===== config.mk =====
export PLATFORM = sky130hd
export DESIGN_NAME = sample_sink_fifo
export DESIGN_NICKNAME = d
export VERILOG_FILES = /design/src/rtl/sample_sink_fifo.sv
export SDC_FILE = /design/constraint.sdc
export NUM_CORES = 1
export LEC_CHECK = 0
export CAP_MARGIN = 20
export CORE_MARGIN = 5
export CORE_UTILIZATION = 44
export CTS_CLUSTER_DIAMETER = 50
export DETAILED_ROUTE_END_ITERATION = 16
export HOLD_SLACK_MARGIN = 0.03
export PLACE_DENSITY = 0.75
export SETUP_SLACK_MARGIN = 0.3
export SYNTH_ARGS = -nofsm -noshare
export SYNTH_HDL_FRONTEND = slang
export SYNTH_SLANG_ARGS = --single-unit

===== constraint.sdc =====
create_clock -name clk -period 5.57 [get_ports clk]
set_clock_uncertainty 0.05 [all_clocks]
set_input_delay 1.114 -clock clk [delete_from_list [all_inputs] [get_ports clk]]
set_output_delay 1.114 -clock clk [all_outputs]
set_load 0.005 [all_outputs]

===== src/rtl/sample_sink_fifo.sv =====
// Show-ahead sample FIFO for the 8-bit datapath output stream.
// It also keeps sticky overflow status, a saturating sample count and an XOR checksum.
module sample_sink_fifo #(
   parameter int DATA_W = 8,
   parameter int DEPTH  = 8,
   parameter int CNT_W  = 16
) (
   input  logic                     clk,
   input  logic                     rst,
   input  logic                     clear,
   input  logic [DATA_W-1:0]        in_data,
   input  logic                     in_valid,
   output logic [DATA_W-1:0]        out_data,
   output logic                     out_valid,
   input  logic                     out_ready,
   output logic [$clog2(DEPTH):0]   level,
   output logic                     overflow,
   output logic [CNT_W-1:0]         sample_count,
   output logic [DATA_W-1:0]        checksum
);

   localparam int AW = $clog2(DEPTH);

   logic [AW:0]         r_wr_ptr;
   logic [AW:0]         r_rd_ptr;
   logic [DATA_W-1:0]   r_mem [DEPTH];
   logic [DATA_W-1:0]   r_last;
   logic                r_overflow;
   logic [CNT_W-1:0]    r_count;
   logic [DATA_W-1:0]   r_checksum;

   logic                w_empty;
   logic                w_full;
   logic                w_pop;
   logic                w_push;
   logic                w_drop;
   logic                w_flush;
   logic [DATA_W-1:0]   w_head;

   assign w_flush = rst | clear;
   assign w_empty = (r_wr_ptr == r_rd_ptr);
   assign w_full  = (r_wr_ptr[AW-1:0] == r_rd_ptr[AW-1:0]) &&
                    (r_wr_ptr[AW] != r_rd_ptr[AW]);
   assign w_pop   = !w_empty && out_ready;
   assign w_push  = in_valid && (!w_full || w_pop);
   assign w_drop  = in_valid && w_full && !w_pop;
   assign w_head  = r_mem[r_rd_ptr[AW-1:0]];

   // While empty, present the most recent head rather than stale memory.
   assign out_data     = w_empty ? r_last : w_head;
   assign out_valid    = !w_empty;
   assign level        = r_wr_ptr - r_rd_ptr;
   assign overflow     = r_overflow;
   assign sample_count = r_count;
   assign checksum     = r_checksum;

   always_ff @(posedge clk) begin
      if (!w_flush && w_push) begin
         r_mem[r_wr_ptr[AW-1:0]] <= in_data;
      end
   end

   always_ff @(posedge clk) begin
      if (w_flush) begin
         r_wr_ptr   <= '0;
         r_rd_ptr   <= '0;
         r_last     <= '0;
         r_overflow <= 1'b0;
         r_count    <= '0;
         r_checksum <= '0;
      end else begin
         if (!w_empty) begin
            r_last <= w_head;
         end
         if (w_pop) begin
            r_rd_ptr <= r_rd_ptr + 1'b1;
         end
         if (w_push) begin
            r_wr_ptr   <= r_wr_ptr + 1'b1;
            r_checksum <= r_checksum ^ in_data;
            if (r_count != {CNT_W{1'b1}}) begin
               r_count <= r_count + 1'b1;
            end
         end
         if (w_drop) begin
            r_overflow <= 1'b1;
         end
      end
   end

endmodule

Word level (Yosys, flattened, before mapping). Memory sizes are Yosys's and may differ from the RTL's. A register that Yosys moved wholly into a read port is not among the register bits. Index checks and enable logic that the tools add are counted.

Input bits: 13. Register bits: 41. Memories kept: 1. Word-level logic and storage cells: 34. Memory bits (writable): 64.

Memory list: r_mem (words 8, bits a word 8, read ports 1, clocked after memory_dff 1, wr ports 1, line 26) `logic [DATA_W-1:0] r_mem [DEPTH];`.

$add $sub $neg: 4. Reduce and logical (&&, ||, !) cells: 12. Muxes and demuxes: 5. Eq/ne operators: 4. Bitwise logic cells: 2.

Operators by type and width (count): adder 16 x 1 -> 16 bit, second input constant (1); != test 16 bit, second input constant (1); adder 4 x 1 -> 4 bit, second input constant (2); two-way mux 8 bit (1); bitwise XOR 8 bit (1); logical AND 1 bit (6); two-way mux 3 bit (2); equality test 4 bit (1); zero test 1 bit (4); subtractor 4 bit (1); equality test 3 bit (1); two-way mux 1 bit (2); AND reduction 2 bit (1); logical OR 1 bit (1); != test 1 bit (1); OR 1 bit (1).

Depth between registers and ports, before layout.
Depth in word-level cells: 8. Gate-level depth with buffers: 7. Mapped depth without buffers: 7.

Least setup slack after synthesis. Ideal clock, no wire load.

Kind: input-to-reg. From: input out_ready. To: memory r_mem[1][0] (enable). Library setup time: 0.383 ns. Stages: 4. Slack: 2.567 ns. Data arrival time: 2.569 ns. Path buffers: 0. Cells stage by stage: and4b_1 > a21boi_0 > nand3_1 > nor3_1.

Word-level cells in the longest chain between the ends: 6.

Ends and longest elaborated chain: from (decl) (line 15) `input logic out_ready,`; logical AND 1 bit (line 44) `assign w_pop = !w_empty && out_ready;`; logical OR 1 bit (line 45) `assign w_push = in_valid && (!w_full || w_pop);`; logical AND 1 bit (line 45); logical AND 1 bit (line 58) `if (!w_flush && w_push) begin`; two-way mux 1 bit (line 58); two-way mux 1 bit (not written as such) (line 59) `r_mem[r_wr_ptr[AW-1:0]] <= in_data;`; to (decl) (line 26).

No other way between the ends.

Worst setup path after layout.
From: register r_wr_ptr[0]. To: output out_data[5].

Word-level cells in the longest chain between the ends: 2.

Ends and longest elaborated chain: from (decl) (line 24) `logic [AW:0] r_wr_ptr;`; from (signal assigned) (line 79) `r_wr_ptr <= r_wr_ptr + 1'b1;`; equality test 4 bit (line 41) `assign w_empty = (r_wr_ptr == r_rd_ptr);`; two-way mux 8 bit; to (decl) (line 13) `output logic [DATA_W-1:0] out_data,`.

No other way between the ends.

==> reports/qor.txt <==
R2R Setup Slk = 2300 ps
Setup violations, final = 0
Cells after Synth = 352
Tightest hold margin = 470 ps
Maximum vdd drop = 169 uV
ANT nets after route = 0
Slew Limit Fails = 0
Critical path required time = 4410 ps
Hold Path Depth = 2
Crit end category = output port
Nature of the critical path startpoint = flip-flop
Post-Route Setup TNS = 0 ps
GRT Total Usage = 16.0%
Die X = 112 um
PostCTS Resize Cnt = 0
Post-CTS Setup Bufs = 0
Yosys cell types = 47
Die H = 112 um
Final Util = 52.7%
Routability cong. = 0.796
Synthesized area = 4570 um^2
Max Clk Rate = 0.250 GHz
Drt pass-1 iters = 5
Syn Area/Cell = 13.0 um^2
RSZ-0062 raised after global routing = false
Register area share after synthesis = 61.4%
Post-DP Area = 5180 um^2
Worst Hold Class = reg -> reg
Largest net degree at the start of global routing = 39
Hold Crit Start = sample_count[10]
Initial antenna violation count = 0
Rows = 37
Min cycle time layout = 4000 ps
Slew of the pin with the lowest slew margin = 1110 ps
Root Buffer = clkbuf_8
First-pass GRT wire length = 15800 um
Setup WS post-layout = 1570 ps
1st-iter DRT viols = 249
Max Cap Violations = 0
IO buf count = 50
Largest cells by area after synthesis = edfxtp_1, dfxtp_1, mux4_2, nor2_1, xor2_1
I/O pins = 51
Vias in the first global route = 2918
Crit Path Max Fanout = 10
Antenna Cells = 0
Pre-CTS setup slack = 1500 ps
Layout cells sized above 1 = 10.8%
Via/cell ratio = 5.65
Hold EP = sample_count[10]
Worst-case reg-to-reg path depth = 6
Hold Vio Cnt, Final = 0
FF-to-FF Start = r_wr_ptr[0]
Final period util = 71.8%
Clk_lat worst skew = 360 ps
Die area = 12500 um^2
NumNets Final = 423
Vias post-DR = 3073
P_leak = 1.71 nW
Residual DRC = 0
Core outline area = 10200 um^2
Initial core utilization = 44.6%
CTS sink cnt = 108
Worst EP arrival = 2840 ps
Final HPWL DP = 6770 um
Global route overflow = 0
Clock-pin slew on the worst setup and hold paths = 100 ps
Clock tree buffer depth = 2
R2r endpoint = r_mem[0][7]
Hold_buf cts = 0
Fill count = 865
Synth Warn # = 0
Synth Net Count = 372
Area growth syn-to-layout = 18.2%
Status = complete, no violations
CTS tree = done
Post-synth top area share = 42.1%
Htree depth = 3
Leading area contributor after synthesis = edfxtp_1
Crit path kind = reg -> out
Register bit total from synthesis = 108
Total power per unit cell area = 264 nW/um^2
Num CTS Buffers = 9
Total Wirelength = 9800 um
Layout Cell Area excl Fill = 5400 um^2
Relative slew margins = 25.4%
DR WL/cell = 18.0 um
==> cell usage in the layout (no fill, tap or decap), types with 3 or more instances in the layout <==
cell type        netlist  final
inv_1                 12     12
ha_1                   6      6
or4_1                  8      8
nand2_1               12     12
mux4_2                16     16
xnor2_1                4      4
nand3_1               10     10
xor2_1                13     13
o31ai_1                7      7
o211ai_1              13     13
a211oi_1               6      6
mux2i_1                3      3
dfxtp_1               44     44
edfxtp_1              64     64
o21ai_0                7      7
clkdlybuf4s50_1        0     50
a21oi_1               15     15
nor2b_1                8      8
inv_6                  0      3
clkbuf_8               0      9
nor3_1                14     14
nor2_1                39     39
or3_1                  4      4
nand4_1                6      6
==> through the flow <==
stage / cells / total power, W
2_1_floorplan: 352 / 0.000922
3_3_place_gp: 526 / 0.000973
3_5_place_dp: 526 / 0.000975
4_1_cts: 542 / 0.00144
5_1_grt: 544 / 0.00149
6_report: 544 / 0.00142
==> worst max path at each step <==
stage	start	endpoint	slack, ps	cells after the start
2_1_floorplan	out_ready	r_mem[1][0]	2570	4
3_3_place_gp	in_valid	r_mem[1][1]	1710	4
3_5_place_dp	in_valid	r_mem[1][5]	1500	4
4_1_cts	r_rd_ptr[1]	out_data[5]	1530	8
5_1_grt	r_wr_ptr[0]	out_data[5]	1370	8
6_report	r_wr_ptr[0]	out_data[5]	1570	8
==> logic make-up after synthesis <==
kind of cell,after synthesis,synth area share [%]
AOI/OAI and AO/OA,61,9.18
xor gates and xnor gates,18,3.62
adders and majority gates,7,2.08
buffers and inverters,26,2.49
DFF,108,61.4
muxes,19,8.55
and+or+nand+nor,113,12.7
==> Yosys cell counts (all sizes together) <==
cell type,instances
fa,1
nor2b,8
inv,13
edfxtp,64
mux4,16
o311ai,1
nor3,14
o211ai,14
o41ai,1
a21o,2
nand2,12
buf,4
nand4,6
xor2,13
a311oi,1
and4b,1
o21a,2
o31ai,7
a21boi,1
nor2,40
mux2i,3
nor4,2
or2,1
a211oi,8
o21ai,7
dfxtp,44
a31oi,2
or4,8
or3,4
nand2b,1
xnor2,5
clkbuf,9
and4,3
nand4b,1
nand3,10
ha,6
and3,2
a21oi,15
==> power breakdown <==
group          switching [W]  internal [W]
registers         0.00000460      0.000852
logic              0.0000530     0.0000461
clock network       0.000290      0.000178
==> routing by layer <==
| layer | global-route usage [%] | share of wire, % | wire length, um |
|---|---|---|---|
| met1 | 22.8 | 44 | 4310 |
| met2 | 25.0 | 48 | 4690 |
| met3 | 3.21 | 6.7 | 661 |
| met4 | 4.70 | 1.4 | 133 |
| met5 | 0 | 0 | 0 |
==> state kept, by name, summed over array words and instances (netlist names), named ones only <==
name          count
overflow          1
r_mem            64
r_last            8
r_rd_ptr          4
sample_count     16
r_wr_ptr          4
checksum          8
==> cell type report <==
type | instances | area, um^2 | area share [%]
sequential | 108 | 2800 | 51.9
clock inverter | 7 | 77.6 | 1.44
timing repair buffer | 53 | 523 | 9.69
inverter | 13 | 48.8 | 0.904
multi-input combinational | 218 | 1650 | 30.6
tap | 136 | 170 | 3.15
clock buffer | 9 | 124 | 2.30
==> critical path: stages (launching register included) <==
cell and delay, ps:
dfxtp_1 430, inv_1 90, ha_1 340, nand3_1 150
nor2_2 500, inv_2 250, nor2_1 190, nor2_1 50
clkdlybuf4s50_1 450
Power figures use the tool's default switching activity.
